### src/rtl/keypad_scanner.sv
// Purpose: scans a 4x3 active-low keypad, debounces full-scan snapshots and drives
//          one-hot digit / start / clear levels (or single-cycle pulses).
// Latency: one scan period is 3*SCAN_DIV cycles; a stable press or release commits
//          DEBOUNCE_SCANS identical scans later, plus two cycles for evaluation and commit.
// Backpressure: none. The keypad is sampled continuously and the outputs are plain levels.
//
// Ports:
//   clock   - system clock, rising edge
//   resetn  - asynchronous active-low reset
//   rows    - keypad row sense lines, active-low, asynchronous to clock
//   cols    - keypad column drives, active-low, exactly one low at a time
//   keypad  - one-hot committed digit (bit d = digit d)
//   startn  - low while '#' is committed
//   clearn  - low while '*' is committed
//
// Build option: define KEYPAD_PULSE_EN to turn each new non-NONE commit into a
// single-cycle output pulse instead of a held level.

module keypad_scanner #(
  parameter int SCAN_DIV       = 4,
  parameter int DEBOUNCE_SCANS = 3
) (
  input  logic       clock,
  input  logic       resetn,
  input  logic [3:0] rows,
  output logic [2:0] cols,
  output logic [9:0] keypad,
  output logic       startn,
  output logic       clearn
);

  localparam int SW = (SCAN_DIV > 1) ? $clog2(SCAN_DIV) : 1;
  localparam int MW = $clog2(DEBOUNCE_SCANS + 1);

  localparam logic [SW-1:0] SLOT_LAST = SW'(SCAN_DIV - 1);
  localparam logic [MW-1:0] MATCH_MAX = MW'(DEBOUNCE_SCANS);

  // Key codes: 0..9 digits, 10 '*', 11 '#', 15 no key.
  localparam logic [3:0] CODE_STAR = 4'd10;
  localparam logic [3:0] CODE_HASH = 4'd11;
  localparam logic [3:0] CODE_NONE = 4'd15;

  // Snapshot bit index is {col, row}; map it to the printed key.
  function automatic logic [3:0] key_at(input logic [3:0] idx);
    logic [1:0] r;
    logic [1:0] c;
    r = idx[1:0];
    c = idx[3:2];
    if (r != 2'd3) begin
      key_at = ({2'b00, r} * 4'd3) + {2'b00, c} + 4'd1;
    end else begin
      case (c)
        2'd0:    key_at = CODE_STAR;
        2'd1:    key_at = 4'd0;
        default: key_at = CODE_HASH;
      endcase
    end
  endfunction

  logic [3:0]    sync1_q,  sync2_q;
  logic [SW-1:0] slot_q,   slot_d;
  logic [1:0]    col_q,    col_d;
  logic [2:0]    cols_q,   cols_d;
  logic [11:0]   snap_q,   snap_d;
  logic          eval_q,   eval_d;
  logic          cmt_q;
  logic [3:0]    prev_q,   prev_d;
  logic [MW-1:0] match_q,  match_d;
  logic [3:0]    commit_q, commit_d;
  logic [9:0]    keypad_q, keypad_d;
  logic          startn_q, startn_d;
  logic          clearn_q, clearn_d;

  logic          last_slot;
  logic [3:0]    hit_cnt;
  logic [3:0]    hit_idx;
  logic [3:0]    snap_code;
  logic          commit_en;

  // Scan timing: each column is driven for SCAN_DIV cycles; the rows are sampled
  // on the last cycle so the synchronizer has settled after the column change.
  always_comb begin
    last_slot = (slot_q == SLOT_LAST);
    slot_d    = last_slot ? '0 : slot_q + 1'b1;
    col_d     = col_q;
    if (last_slot) begin
      col_d = (col_q == 2'd2) ? 2'd0 : col_q + 2'd1;
    end
    cols_d = ~(3'b001 << col_d);
    eval_d = last_slot && (col_q == 2'd2);

    snap_d = snap_q;
    if (last_slot) begin
      case (col_q)
        2'd0:    snap_d[3:0]  = ~sync2_q;
        2'd1:    snap_d[7:4]  = ~sync2_q;
        default: snap_d[11:8] = ~sync2_q;
      endcase
    end
  end

  // Classify a complete snapshot: exactly one pressed contact is a key,
  // anything else (nothing or a chord) is treated as no key.
  always_comb begin
    hit_cnt = '0;
    hit_idx = '0;
    for (int i = 0; i < 12; i++) begin
      if (snap_q[i]) begin
        hit_cnt = hit_cnt + 4'd1;
        hit_idx = 4'(i);
      end
    end
    snap_code = (hit_cnt == 4'd1) ? key_at(hit_idx) : CODE_NONE;
  end

  // Debounce: count consecutive identical snapshot codes, saturating.
  always_comb begin
    prev_d  = prev_q;
    match_d = match_q;
    if (eval_q) begin
      prev_d = snap_code;
      if (snap_code == prev_q) begin
        match_d = (match_q == MATCH_MAX) ? match_q : match_q + 1'b1;
      end else begin
        match_d = MW'(1);
      end
    end
  end

  // Commit happens the cycle after evaluation, using the freshly updated counter.
  always_comb begin
    commit_en = cmt_q && (match_q == MATCH_MAX) && (prev_q != commit_q);
    commit_d  = commit_en ? prev_q : commit_q;

`ifdef KEYPAD_PULSE_EN
    keypad_d = '0;
    startn_d = 1'b1;
    clearn_d = 1'b1;
`else
    keypad_d = keypad_q;
    startn_d = startn_q;
    clearn_d = clearn_q;
`endif
    if (commit_en) begin
      keypad_d = (prev_q < 4'd10) ? (10'd1 << prev_q) : '0;
      startn_d = (prev_q != CODE_HASH);
      clearn_d = (prev_q != CODE_STAR);
    end
  end

  always_ff @(posedge clock or negedge resetn) begin
    if (!resetn) begin
      sync1_q  <= 4'b1111;
      sync2_q  <= 4'b1111;
      slot_q   <= '0;
      col_q    <= 2'd0;
      cols_q   <= 3'b110;
      snap_q   <= '0;
      eval_q   <= 1'b0;
      cmt_q    <= 1'b0;
      prev_q   <= CODE_NONE;
      match_q  <= '0;
      commit_q <= CODE_NONE;
      keypad_q <= '0;
      startn_q <= 1'b1;
      clearn_q <= 1'b1;
    end else begin
      sync1_q  <= rows;
      sync2_q  <= sync1_q;
      slot_q   <= slot_d;
      col_q    <= col_d;
      cols_q   <= cols_d;
      snap_q   <= snap_d;
      eval_q   <= eval_d;
      cmt_q    <= eval_q;
      prev_q   <= prev_d;
      match_q  <= match_d;
      commit_q <= commit_d;
      keypad_q <= keypad_d;
      startn_q <= startn_d;
      clearn_q <= clearn_d;
    end
  end

  assign cols   = cols_q;
  assign keypad = keypad_q;
  assign startn = startn_q;
  assign clearn = clearn_q;

endmodule
### config.mk
export PLATFORM = sky130hd
export DESIGN_NAME = keypad_scanner
export DESIGN_NICKNAME = d
export VERILOG_FILES = /design/src/rtl/keypad_scanner.sv
export SDC_FILE = /design/constraint.sdc
export NUM_CORES = 1
export LEC_CHECK = 0
export ABC_AREA = 1
export ABC_CLOCK_PERIOD_IN_PS = 7670
export BUFFER_PORTS_ARGS = -buffer_cell sky130_fd_sc_hd__buf_4
export CAP_MARGIN = 30
export CELL_PAD_IN_SITES_DETAIL_PLACEMENT = 0
export CELL_PAD_IN_SITES_GLOBAL_PLACEMENT = 1
export CORE_ASPECT_RATIO = 0.9
export CORE_UTILIZATION = 40
export CTS_BUF_LIST = sky130_fd_sc_hd__clkbuf_16
export CTS_CLUSTER_DIAMETER = 60
export DETAILED_ROUTE_END_ITERATION = 10
export GPL_TIMING_DRIVEN = 0
export PLACE_DENSITY = 0.69
export SYNTH_ARGS = -nofsm -noshare
export SYNTH_HDL_FRONTEND = slang
export SYNTH_SLANG_ARGS = --single-unit
export TNS_END_PERCENT = 30
### constraint.sdc
create_clock -name clock -period 7.67 [get_ports clock]
set_input_delay 1.1505 -clock clock [delete_from_list [all_inputs] [get_ports clock]]
set_output_delay 1.1505 -clock clock [all_outputs]
set_load 0.01 [all_outputs]
**Yosys cells after proc, flatten, opt, wreduce, memory -nomap -nowiden**

Cells that the tools add are included.

- Output and inout port bits: 15
- Bits in registers: 51
- Logic and storage cells: 93
- Input bits: 6

- $lt $le $gt $ge: 1
- Bitwise logic cells: 3
- Add/subtract/negate cells: 16
- Equality and inequality tests: 12
- Reduce and logical (&&, ||, !) cells: 10
- Shifts and indexed selects: 2
- Multipliers: 1
- Muxes and demuxes: 32

Operators by type and width:

| cell | number |
|---|---|
| 4-bit 2-to-1 mux | 23 |
| 4-bit by 1-bit adder with 4-bit output (second input constant) | 12 |
| 10-bit 2-to-1 mux | 1 |
| 2-bit 2-to-1 mux | 5 |
| 1-bit by 4-bit << shifter with 10-bit output (first input constant) | 1 |
| 4-bit != test (second input constant) | 2 |
| 4-bit case mux with 2 select lines | 1 |
| 2-bit AND reduction | 4 |
| 2-bit by 1-bit adder with 2-bit output (second input constant) | 3 |
| 2-bit == test (second input constant) | 3 |
| 4-bit by 2-bit adder with 4-bit output | 1 |
| 2-bit by 1-bit == test with 1-bit output (second input constant) | 2 |
| 4-bit by 1-bit == test with 1-bit output (second input constant) | 1 |
| 4-bit == test | 1 |
| 2-bit zero test | 2 |
| 4-bit < comparator (second input constant) | 1 |
| 2-bit by 2-bit multiplier with 4-bit output (second input constant) | 1 |
| 2-bit != test (second input constant) | 2 |
| 4-bit != test | 1 |
| 4-bit NOT | 1 |
| 1-bit logical AND | 3 |
| 3-bit NOT | 1 |
| 1-bit by 2-bit << shifter with 3-bit output (first input constant) | 1 |
| 1-bit 2-to-1 mux | 2 |
| other kinds (2) | 2 |

**Depth between registers and ports, before layout**

Gate-level depths: netlist of run 1.

- Depth after elaboration: 28
- Depth in mapped cells: 48
- Depth with buffers taken out: 47

**Worst setup path before layout of run 1**

OpenSTA, ideal clock, no wires.

- Path kind: reg-to-reg
- From: register snap_q[0]
- To: register match_q[0]
- Cell stages (with the launch flop): 47
- Slack: 1533 ps
- Setup time: 117 ps
- Data arrival time: 6021 ps
- Path through: dfrtp_1 -> inv_1 -> ha_1 -> inv_1 -> nand2_2 -> nand2_1 -> inv_1 -> ha_1 -> nand2_1 -> nand2_1 -> ha_1 -> or2_1 -> nand2_2 -> inv_1 -> ha_1 -> nand2_1 -> nand2_1 -> ha_1 -> [11 not listed] -> inv_1 -> a21oi_1 -> inv_1 -> ha_1 -> o21ai_0 -> inv_1 -> ha_1 -> nor2_2 -> nand2_1 -> nand2_2 -> buf_6 -> nand3_4 -> nand2_1 -> nand2_1 -> nor2_2 -> nand3_2 -> nand3_1 -> nand2_1

- Word-level cells in the longest chain between the ends: 28

RTL lines:

| item | line | source |
|---|---|---|
| start: declaration | 64 | `logic [11:0] snap_q, snap_d;` |
| start signal: assignment | 173 | `snap_q <= snap_d;` |
| 1-bit 2-to-1 mux * | 108 | `if (snap_q[i]) begin` |
| 4-bit by 1-bit adder with 4-bit output | 109 | `hit_cnt = hit_cnt + 4'd1;` |
| 4-bit 2-to-1 mux * | 108 |  |
| 4-bit by 1-bit adder with 4-bit output | 109 |  |
| 4-bit 2-to-1 mux * | 108 |  |
| 4-bit by 1-bit adder with 4-bit output | 109 |  |
| 4-bit 2-to-1 mux * | 108 |  |
| 4-bit by 1-bit adder with 4-bit output | 109 |  |
| [12 not listed] | -- |  |
| 4-bit 2-to-1 mux * | 108 |  |
| 4-bit by 1-bit adder with 4-bit output | 109 |  |
| 4-bit 2-to-1 mux * | 108 |  |
| 4-bit by 1-bit == test with 1-bit output * | 113 | `snap_code = (hit_cnt == 4'd1) ? key_at(hit_idx) : CODE_NONE;` |
| 4-bit 2-to-1 mux * | 113 |  |
| 4-bit == test * | 122 | `if (snap_code == prev_q) begin` |
| 2-bit != test (no source line) | -- |  |
| 2-bit AND reduction (no source line) | -- |  |
| end signal: assignment | 177 | `match_q <= match_d;` |
| end: declaration | 68 | `logic [MW-1:0] match_q, match_d;` |

Mark *: on every way between the ends. The rest lies on a longest branch, timed or not.
A chain may end at the register's enable or synchronous reset.

**Final worst setup path of run 1**

- From: register snap_q[1]
- To: register match_q[0]

- Word-level cells in the longest chain between the ends: 26

RTL lines:

| item | line |
|---|---|
| 4-bit 2-to-1 mux | 108 |
| 4-bit by 1-bit adder with 4-bit output | 109 |
| 4-bit 2-to-1 mux | 108 |
| 4-bit by 1-bit adder with 4-bit output | 109 |
| 4-bit 2-to-1 mux | 108 |
| 4-bit by 1-bit adder with 4-bit output | 109 |
| 4-bit 2-to-1 mux | 108 |
| 4-bit by 1-bit adder with 4-bit output | 109 |
| [10 not listed] | -- |
| 4-bit 2-to-1 mux | 108 |
| 4-bit by 1-bit adder with 4-bit output | 109 |
| 4-bit 2-to-1 mux | 108 |
| 4-bit by 1-bit == test with 1-bit output | 113 |
| 4-bit 2-to-1 mux * | 113 |
| 4-bit == test * | 122 |
| 2-bit != test (no source line) | -- |
| 2-bit AND reduction (no source line) | -- |

Marked as above.

==> results of run 1 <==
-- power by group through the flow --
| stage | Combinational, mW | Clock, mW | Sequential, mW |
|---|---|---|---|
| 2_1_floorplan | 0.249 | 0 | 0.337 |
| 3_3_place_gp | 0.321 | 0 | 0.339 |
| 3_5_place_dp | 0.325 | 0 | 0.340 |
| 4_1_cts | 0.326 | 0.221 | 0.335 |
| 5_1_grt | 0.373 | 0.232 | 0.339 |
| 6_report | 0.322 | 0.216 | 0.335 |
-- worst max-delay path: cells and delay by family, from the launching register on --
kind	cells	cell delay, ps
adders and majority gates	10	2760
and+or+nand+nor	25	2440
buffers and inverters	9	650
AOI/OAI and AO/OA	2	410
DFF	1	380
-- registers in the layout, indices dropped and copies added, names as in the netlist, 2 cells and up --
register	cells
match_q	2
prev_q	4
slot_q	2
cols	3
snap_q	12
sync2_q	4
keypad	10
col_q	2
commit_q	4
sync1_q	4
-- metrics by stage --
stage / cell area (um2) / power, mW / setup WS [ps]
floorplan: 3370 / 0.586 / 1530
global placement: 3640 / 0.660 / 949
detailed placement: 3640 / 0.664 / 890
CTS: 3790 / 0.883 / 842
global route: 3790 / 0.944 / 320
finish: 3790 / 0.874 / 905
-- worst min path at each step --
stage	from	to	slack, ps	depth (start not counted)
6_report	sync1_q[2]$_DFF_PN1_	sync2_q[2]$_DFF_PN1_	360	0
5_1_grt	sync1_q[2]$_DFF_PN1_	sync2_q[2]$_DFF_PN1_	360	0
4_1_cts	sync1_q[2]$_DFF_PN1_	sync2_q[2]$_DFF_PN1_	360	0
3_5_place_dp	sync1_q[2]$_DFF_PN1_	sync2_q[2]$_DFF_PN1_	350	0
3_3_place_gp	sync1_q[3]$_DFF_PN1_	sync2_q[3]$_DFF_PN1_	350	0
2_1_floorplan	sync1_q[0]$_DFF_PN1_	sync2_q[0]$_DFF_PN1_	350	0
-- layout by cell type, fill, tap and decap left out, drive strengths merged, types with 3 or more instances in the layout --
| cell | synthesis | layout |
|---|---|---|
| a21oi | 7 | 7 |
| buf | 3 | 23 |
| clkbuf | 8 | 13 |
| dfrtp | 31 | 31 |
| dfstp | 20 | 20 |
| ha | 17 | 17 |
| inv | 60 | 61 |
| nand2 | 161 | 161 |
| nand3 | 43 | 43 |
| nand4 | 11 | 11 |
| nor2 | 27 | 27 |
| o21ai | 30 | 30 |
| o31ai | 5 | 5 |
| o41ai | 3 | 3 |
| or2 | 4 | 4 |
| xnor2 | 4 | 4 |
-- synthesized netlist by cell type (3+ instances only) --
| cell type | count | area share |
|---|---|---|
| sky130_fd_sc_hd__nand2_1 | 135 | 0.15 |
| sky130_fd_sc_hd__inv_1 | 55 | 0.061 |
| sky130_fd_sc_hd__dfrtp_1 | 31 | 0.23 |
| sky130_fd_sc_hd__nand3_1 | 30 | 0.045 |
| sky130_fd_sc_hd__o21ai_0 | 30 | 0.045 |
| sky130_fd_sc_hd__nand2_2 | 24 | 0.045 |
| sky130_fd_sc_hd__nor2_1 | 22 | 0.025 |
| sky130_fd_sc_hd__dfstp_2 | 20 | 0.16 |
| sky130_fd_sc_hd__ha_1 | 17 | 0.063 |
| sky130_fd_sc_hd__nand4_1 | 11 | 0.020 |
| sky130_fd_sc_hd__nand3_2 | 10 | 0.030 |
| sky130_fd_sc_hd__a21oi_1 | 7 | 0.010 |
| sky130_fd_sc_hd__clkbuf_1 | 7 | 0.0078 |
| sky130_fd_sc_hd__inv_2 | 5 | 0.0056 |
| sky130_fd_sc_hd__o31ai_1 | 5 | 0.011 |
| sky130_fd_sc_hd__nor2_2 | 4 | 0.0074 |
| sky130_fd_sc_hd__xnor2_1 | 4 | 0.010 |
| sky130_fd_sc_hd__nand3_4 | 3 | 0.016 |
| sky130_fd_sc_hd__o41ai_1 | 3 | 0.0078 |
-- layer usage --
layer	GRT usage	up-vias	wire (um)
met5	0	-	0
met4	0.0285	0	20
met3	0.0266	2	156
met2	0.247	26	2760
met1	0.273	1257	4040
li1	-	1487	-
-- cells by family after synthesis --
group | count (synthesis)
and+or+nand+nor | 250
buffers and inverters | 71
DFF | 51
AOI/OAI and AO/OA | 47
adders and majority gates | 19
xor gates and xnor gates | 4
muxes | 1
-- cell type report --
| class | count | area [um2] | area share |
|---|---|---|---|
| buffer | 11 | 58.8 | 0.0155 |
| clock buffer | 5 | 125 | 0.0330 |
| clock inverter | 3 | 21.3 | 0.00562 |
| inverter | 60 | 225 | 0.0595 |
| multi-input combinational | 321 | 1780 | 0.470 |
| sequential | 51 | 1300 | 0.344 |
| tap | 99 | 124 | 0.0327 |
| timing repair buffer | 20 | 150 | 0.0396 |
==> run summary, run 1 <==
• drt wl/cell: 12.2 um
• pin count of the biggest net entering global routing: 52
• final net count: 495
• die area: 0.00879 mm2
• end-of-flow core utilization: 0.467
• Post-Syn Nets: 468
• DRC viols: 0
• Post-Route Hold Slack: 358 ps
• largest family of logic cells by synthesized area: simple AND/OR/NAND/NOR gates
• Clock Path Buffers: 2
• Die Width: 98.7 um
• all-layer global routing usage: 0.172
• core footprint: 0.00811 mm2
• Worst-Skew Late Latency: 290 ps
• Final Wtd Congestion: 0.763
• net switching share of the total power: 0.369
• hold violation count in the final report: 0
• setup slack of the worst register-to-register path: 900 ps
• clock tree from TritonCTS: yes
• Detailed Place HPWL: 5540 um
• share of flip-flops with an asynchronous set or reset after synthesis: 1.00
• startpoint types: flop
• total number of yosys warnings: 0
• # Post-CTS Setup Buffers: 0
• highest clock frequency the design can meet: 0.148 GHz
• sequential share of the synthesized area: 0.386
• number of nets with antenna violations after routing: 0
• Critical Setup Path Class: flop to flop
• total number of vias: 2,772
• reg2reg path depth: 46
• unrepaired setup endpoints after global routing: no
• cts-stage hold buffer count: 0
• clock group share of total power: 0.247
• mean number of vias per cell: 4.86
• synth unique cells: 33
• largest voltage drop on the vdd net: 0.115 mV
• number of enable flip-flop cells after synthesis: 0
• arrival time at the worst endpoint: 6940 ps
• NetSw: 322 uW
• share of the synthesized netlist area taken by xor and xnor gates: 0.0104
• standard-cell rows: 31
• vias in the first global route: 2,520
• Initial DRT Pass Iterations: 4
• largest driver fanout on the critical path: 10
• Critical R2R Capture: match_q[0]$_DFFE_PN0P_
• count of filler cells inserted in the layout: 822
• design internal power: 552 uW
• post-cts repair resize count: 0
• worst endpoint required time: 7840 ps
• dominant cell type by count on the critical path: sky130_fd_sc_hd__nand2_1
• number of CTS-inserted buffers: 5
• share of final-layout standard cells stronger than drive strength 1: 0.217
• grt ovf: 0
• number of standard cells after synthesis: 443
• Critical path destination: match_q[0]$_DFFE_PN0P_
• worst hold path type: flop to flop
• simple logic cell fraction of the synthesized area: 0.362
• Tcrit/Tclk final: 0.882
• initial cell density of the core: 0.415
• buffers added on ports: 20
• flip-flop and latch count after synthesis: 51
• endpoints failing setup: 0
• cell with the biggest individual delay on the critical path: sky130_fd_sc_hd__dfrtp_1
• Reg-to-Reg Start: snap_q[1]$_DFFE_PN0P_
• share of cell area taken by muxes after synthesis: 0.00297
• TritonCTS sink count: 51
• final cell count without fillers: 570
• total number of H-tree levels: 2
• clock-pin slew on the worst setup and hold paths: 70 ps
• # diodes: 0
• count of pins on the block boundary: 21
• timing startpoint of the critical path: snap_q[1]$_DFFE_PN0P_
• Synth-to-Final Area Change: 12.5%
• antenna violations before repair: 0
• count of routing violations after the opening detailed-route iteration: 146
• area fraction in compound gates after synthesis: 0.0788
• main flop type after synthesis: sky130_fd_sc_hd__dfrtp_1
• result of the run: complete, no violations
• max_cap viols: 0
• longest individual stage delay on the worst path: 380 ps
• Comb pwr share: 0.369
• root buffer cell: sky130_fd_sc_hd__clkbuf_16
• element type at the critical path end: flop
• wire length of the first global-routing pass: 12,100 um
• setup tns final: 0 ps
• total standard cell area after synthesis: 0.00337 mm2
• max-slew violation total from the final report: 0
• Setup Skew: 11.3 ps
• total wirelength of the detailed-routed design: 6970 um
• worst slew margin relative to its limit: 0.580
• slew at the pin with the worst max-slew slack: 630 ps
• syn_area_per_cell: 7.60 um2
• arithmetic-cell share of the synthesized area counting full adders, half adders and majority gates: 0.0751
• Min Clock Period, post-route: 6770 ps
• Pwr per Cell Area: 231 mW/mm2
• sequential fraction of design power: 0.384
• Die Y-Extent: 89.0 um
• leak pwr: 2.00 nW
• total placed cells including tap cells: 562
No activity file was read; power rests on OpenSTA's default activity.
==> run 2, diff against run 1 <==
Settings changed: ABC_AREA 1 to not set, PLACE_DENSITY 0.69 to 0.66.
==> run 2 against run 1 <==
Net effect: count of clock-buffer cells in the layout did not move; routed wire length is 3.3% lower; first-iteration DRC count down 53%; flip-flop and latch count unchanged; clock skew down 5.6 ps; worst hold slack lost 0.75 ps; non-clock buffer count rose by 12; critical endpoint unchanged.
==> run summary, run 2 <==
• total number of H-tree levels: 2
• dominant cell type by count on the critical path: sky130_fd_sc_hd__ha_1
• highest clock frequency the design can meet: 0.137 GHz
• ranking of synthesized cells by area: sky130_fd_sc_hd__dfrtp_1, sky130_fd_sc_hd__dfstp_2, sky130_fd_sc_hd__ha_1
• die area: 0.00851 mm2
• post-synth top area cell: sky130_fd_sc_hd__dfrtp_1
• Die Y-Extent: 87.6 um
• setup slack of the worst register-to-register path: 360 ps
• Pwr per Cell Area: 301 mW/mm2
• Die Width: 97.2 um
• max-slew violation total from the final report: 0
• Critical Setup Path Class: flop to flop
• number of CTS-inserted buffers: 5
• flip-flop count of the largest register, all copies and words added: 12
• endpoints failing setup: 0
• worst slew margin relative to its limit: 0.422
• antenna violations before repair: 0
• final net count: 400
• grt ovf: 0
• share of flip-flops with an asynchronous set or reset after synthesis: 1.00
• Initial DRT Pass Iterations: 4
• Worst-Skew Late Latency: 290 ps
• total power: 1.16 mW
• hold violation count in the final report: 0
• WL met2: 2840 um
• buffers added on ports: 20
• Synth-to-Final Area Change: 18.5%
• largest voltage drop on the vdd net: 0.117 mV
• number of standard cells after synthesis: 343
• root buffer cell: sky130_fd_sc_hd__clkbuf_16
• total standard cell area after synthesis: 0.00326 mm2
• wire length of the first global-routing pass: 11,100 um
• unrepaired setup endpoints after global routing: no
• register name with the most flops: snap_q
• leading cell type by number of instances after synthesis: sky130_fd_sc_hd__nand2_1
• setup tns final: 0 ps
• # diodes: 0
• count of pins on the block boundary: 21
• worst setup slack after layout: 364 ps
• cts-stage hold buffer count: 0
• total wirelength of the detailed-routed design: 6740 um
• Final Wtd Congestion: 0.758
• Clock Path Buffers: 2
• TritonCTS sink count: 51
• leading post-synthesis cells by instance count: sky130_fd_sc_hd__nand2_1, sky130_fd_sc_hd__nor2_1, sky130_fd_sc_hd__dfrtp_1
• main flop type after synthesis: sky130_fd_sc_hd__dfrtp_1
• Reg-to-Reg Start: snap_q[1]$_DFFE_PN0P_
• drt wl/cell: 14.3 um
• commonest non-fill, non-tap cell in the layout: sky130_fd_sc_hd__nand2_1
• leak pwr: 1.68 nW
• Critical path destination: match_q[0]$_DFFE_PN0P_
• sequential share of the synthesized area: 0.399
• reg2reg path depth: 34
• standard-cell rows: 30
• initial cell density of the core: 0.422
• total number of yosys warnings: 0
• worst endpoint required time: 7850 ps
• top cell type's share of synthesized area: 0.238
• arrival time at the worst endpoint: 7480 ps
• sequential fraction of design power: 0.293
• pin count of the biggest net entering global routing: 52
• number of nets with antenna violations after routing: 0
• NetSw: 447 uW
• timing startpoint of the critical path: snap_q[1]$_DFFE_PN0P_
• all-layer global routing usage: 0.162
• synth unique cells: 63
• largest driver fanout on the critical path: 6
• design internal power: 714 uW
• top library cells by usage in the layout, fill and taps aside: sky130_fd_sc_hd__nand2_1, sky130_fd_sc_hd__nor2_1, sky130_fd_sc_hd__dfrtp_1
• syn_area_per_cell: 9.50 um2
• Min Clock Period, post-route: 7310 ps
• met1 WL: 3740 um
• startpoint types: flop
• cell with the biggest individual delay on the critical path: sky130_fd_sc_hd__dfrtp_1
• Critical R2R Capture: match_q[0]$_DFFE_PN0P_
• DRC viols: 0
• Comb pwr share: 0.507
• element type at the critical path end: flop
• worst hold path type: flop to flop
• count of routing violations after the opening detailed-route iteration: 68
• vias in the first global route: 2,255
• slew at the pin with the worst max-slew slack: 856 ps
• Setup Skew: 5.75 ps
• number of enable flip-flop cells after synthesis: 0
• mean number of vias per cell: 5.20
• max_cap viols: 0
• result of the run: complete, no violations
• worst slack at placement: -211 ps
• longest individual stage delay on the worst path: 420 ps
• Post-Route Hold Slack: 358 ps
• core footprint: 0.00773 mm2
• top routing layer in use: met4
• clock tree from TritonCTS: yes
• Post-Syn Nets: 368
• clock group share of total power: 0.200
• routed wire length on met3: 142 um
• Tcrit/Tclk final: 0.953
• total number of vias: 2,455
• Detailed Place HPWL: 4870 um
• flip-flop and latch count after synthesis: 51
• clock-pin slew on the worst setup and hold paths: 70 ps
• net switching share of the total power: 0.385
• share of final-layout standard cells stronger than drive strength 1: 0.269
run 2: changes by cell type after synthesis, sizes merged, moves of 7 or more:
cell	change
nand3	-35
a21oi	+13
xnor2	+12
o21ai	-13
xor2	+9
mux2	+7
inv	-39
nand4	-8
nand2	-116
run 2: kinds of logic (layout without fill, tap and decap cells):
family / after synthesis / in the layout / synth area share
multiplexers: 8 / 8 / 0.0284
adder cells (fa/ha/maj): 19 / 19 / 0.0775
buffers and inverters: 39 / 72 / 0.0511
flip-flops: 51 / 51 / 0.399
AO/OA/AOI/OAI: 80 / 80 / 0.164
XOR/XNOR: 30 / 30 / 0.113
AND/OR/NAND/NOR: 116 / 116 / 0.167
run 2: repair_timing:
| action | CTS | global route |
|---|---|---|
| setup buffers | 1 | 4 |
| setup endpoints to repair | 2 | 6 |
| endpoints found under the hold margin | 0 | 0 |
| pin swaps | 0 | 10 |
| resized for setup | 4 | 22 |
| cloned | 0 | 0 |
run 2: cell type report:
cell class / instances / area [um2]
Sequential cell: 51 / 1300
Clock buffer: 5 / 125
Tap cell: 96 / 120
Multi-Input combinational cell: 253 / 1930
Fill cell: 764 / 3870
Buffer: 18 / 87.6
Inverter: 21 / 78.8
Clock inverter: 3 / 28.8
Timing Repair Buffer: 25 / 188
run 2: how the worst min path moves through the flow:
stage                               from              endpoint  slack (ps)  depth (start not counted)
floorplan           sync1_q[0]$_DFF_PN1_  sync2_q[0]$_DFF_PN1_         350                          0
global route        sync1_q[0]$_DFF_PN1_  sync2_q[0]$_DFF_PN1_         360                          0
finish              sync1_q[3]$_DFF_PN1_  sync2_q[3]$_DFF_PN1_         360                          0
detailed placement  sync1_q[3]$_DFF_PN1_  sync2_q[3]$_DFF_PN1_         350                          0
CTS                 sync1_q[3]$_DFF_PN1_  sync2_q[3]$_DFF_PN1_         360                          0
global placement    sync1_q[1]$_DFF_PN1_  sync2_q[1]$_DFF_PN1_         350                          0
run 2: routing by layer:
| metal | vias to the layer above | track usage |
|---|---|---|
| li1 | 1267 | - |
| met1 | 1161 | 0.255 |
| met2 | 25 | 0.236 |
| met3 | 2 | 0.0263 |
| met4 | 0 | 0.0244 |
| met5 | - | 0 |
run 2: stage by stage:
step	instance area, um2	std cells	util
6_report	3860	472	0.499
5_1_grt	3860	472	0.499
4_1_cts	3720	468	0.482
3_5_place_dp	3530	459	0.456
3_3_place_gp	3530	459	0.456
2_1_floorplan	3260	343	-
run 2: critical path, delay by kind of cell (launching register included):
kind / cells / cell delay [ps]
adders and majority gates: 10 / 2770
AOI/OAI and AO/OA: 11 / 1960
and+or+nand+nor: 6 / 830
muxes: 3 / 800
DFF: 1 / 420
buffers and inverters: 3 / 240
xor gates and xnor gates: 1 / 150
run 2: power groups by stage:
stage | Combinational [mW] | Clock, mW | Sequential, mW
final | 0.589 | 0.232 | 0.340
after global routing | 0.654 | 0.248 | 0.346
after CTS | 0.519 | 0.239 | 0.340
after detailed placement | 0.498 | 0 | 0.344
after global placement | 0.496 | 0 | 0.343
after floorplan | 0.396 | 0 | 0.342
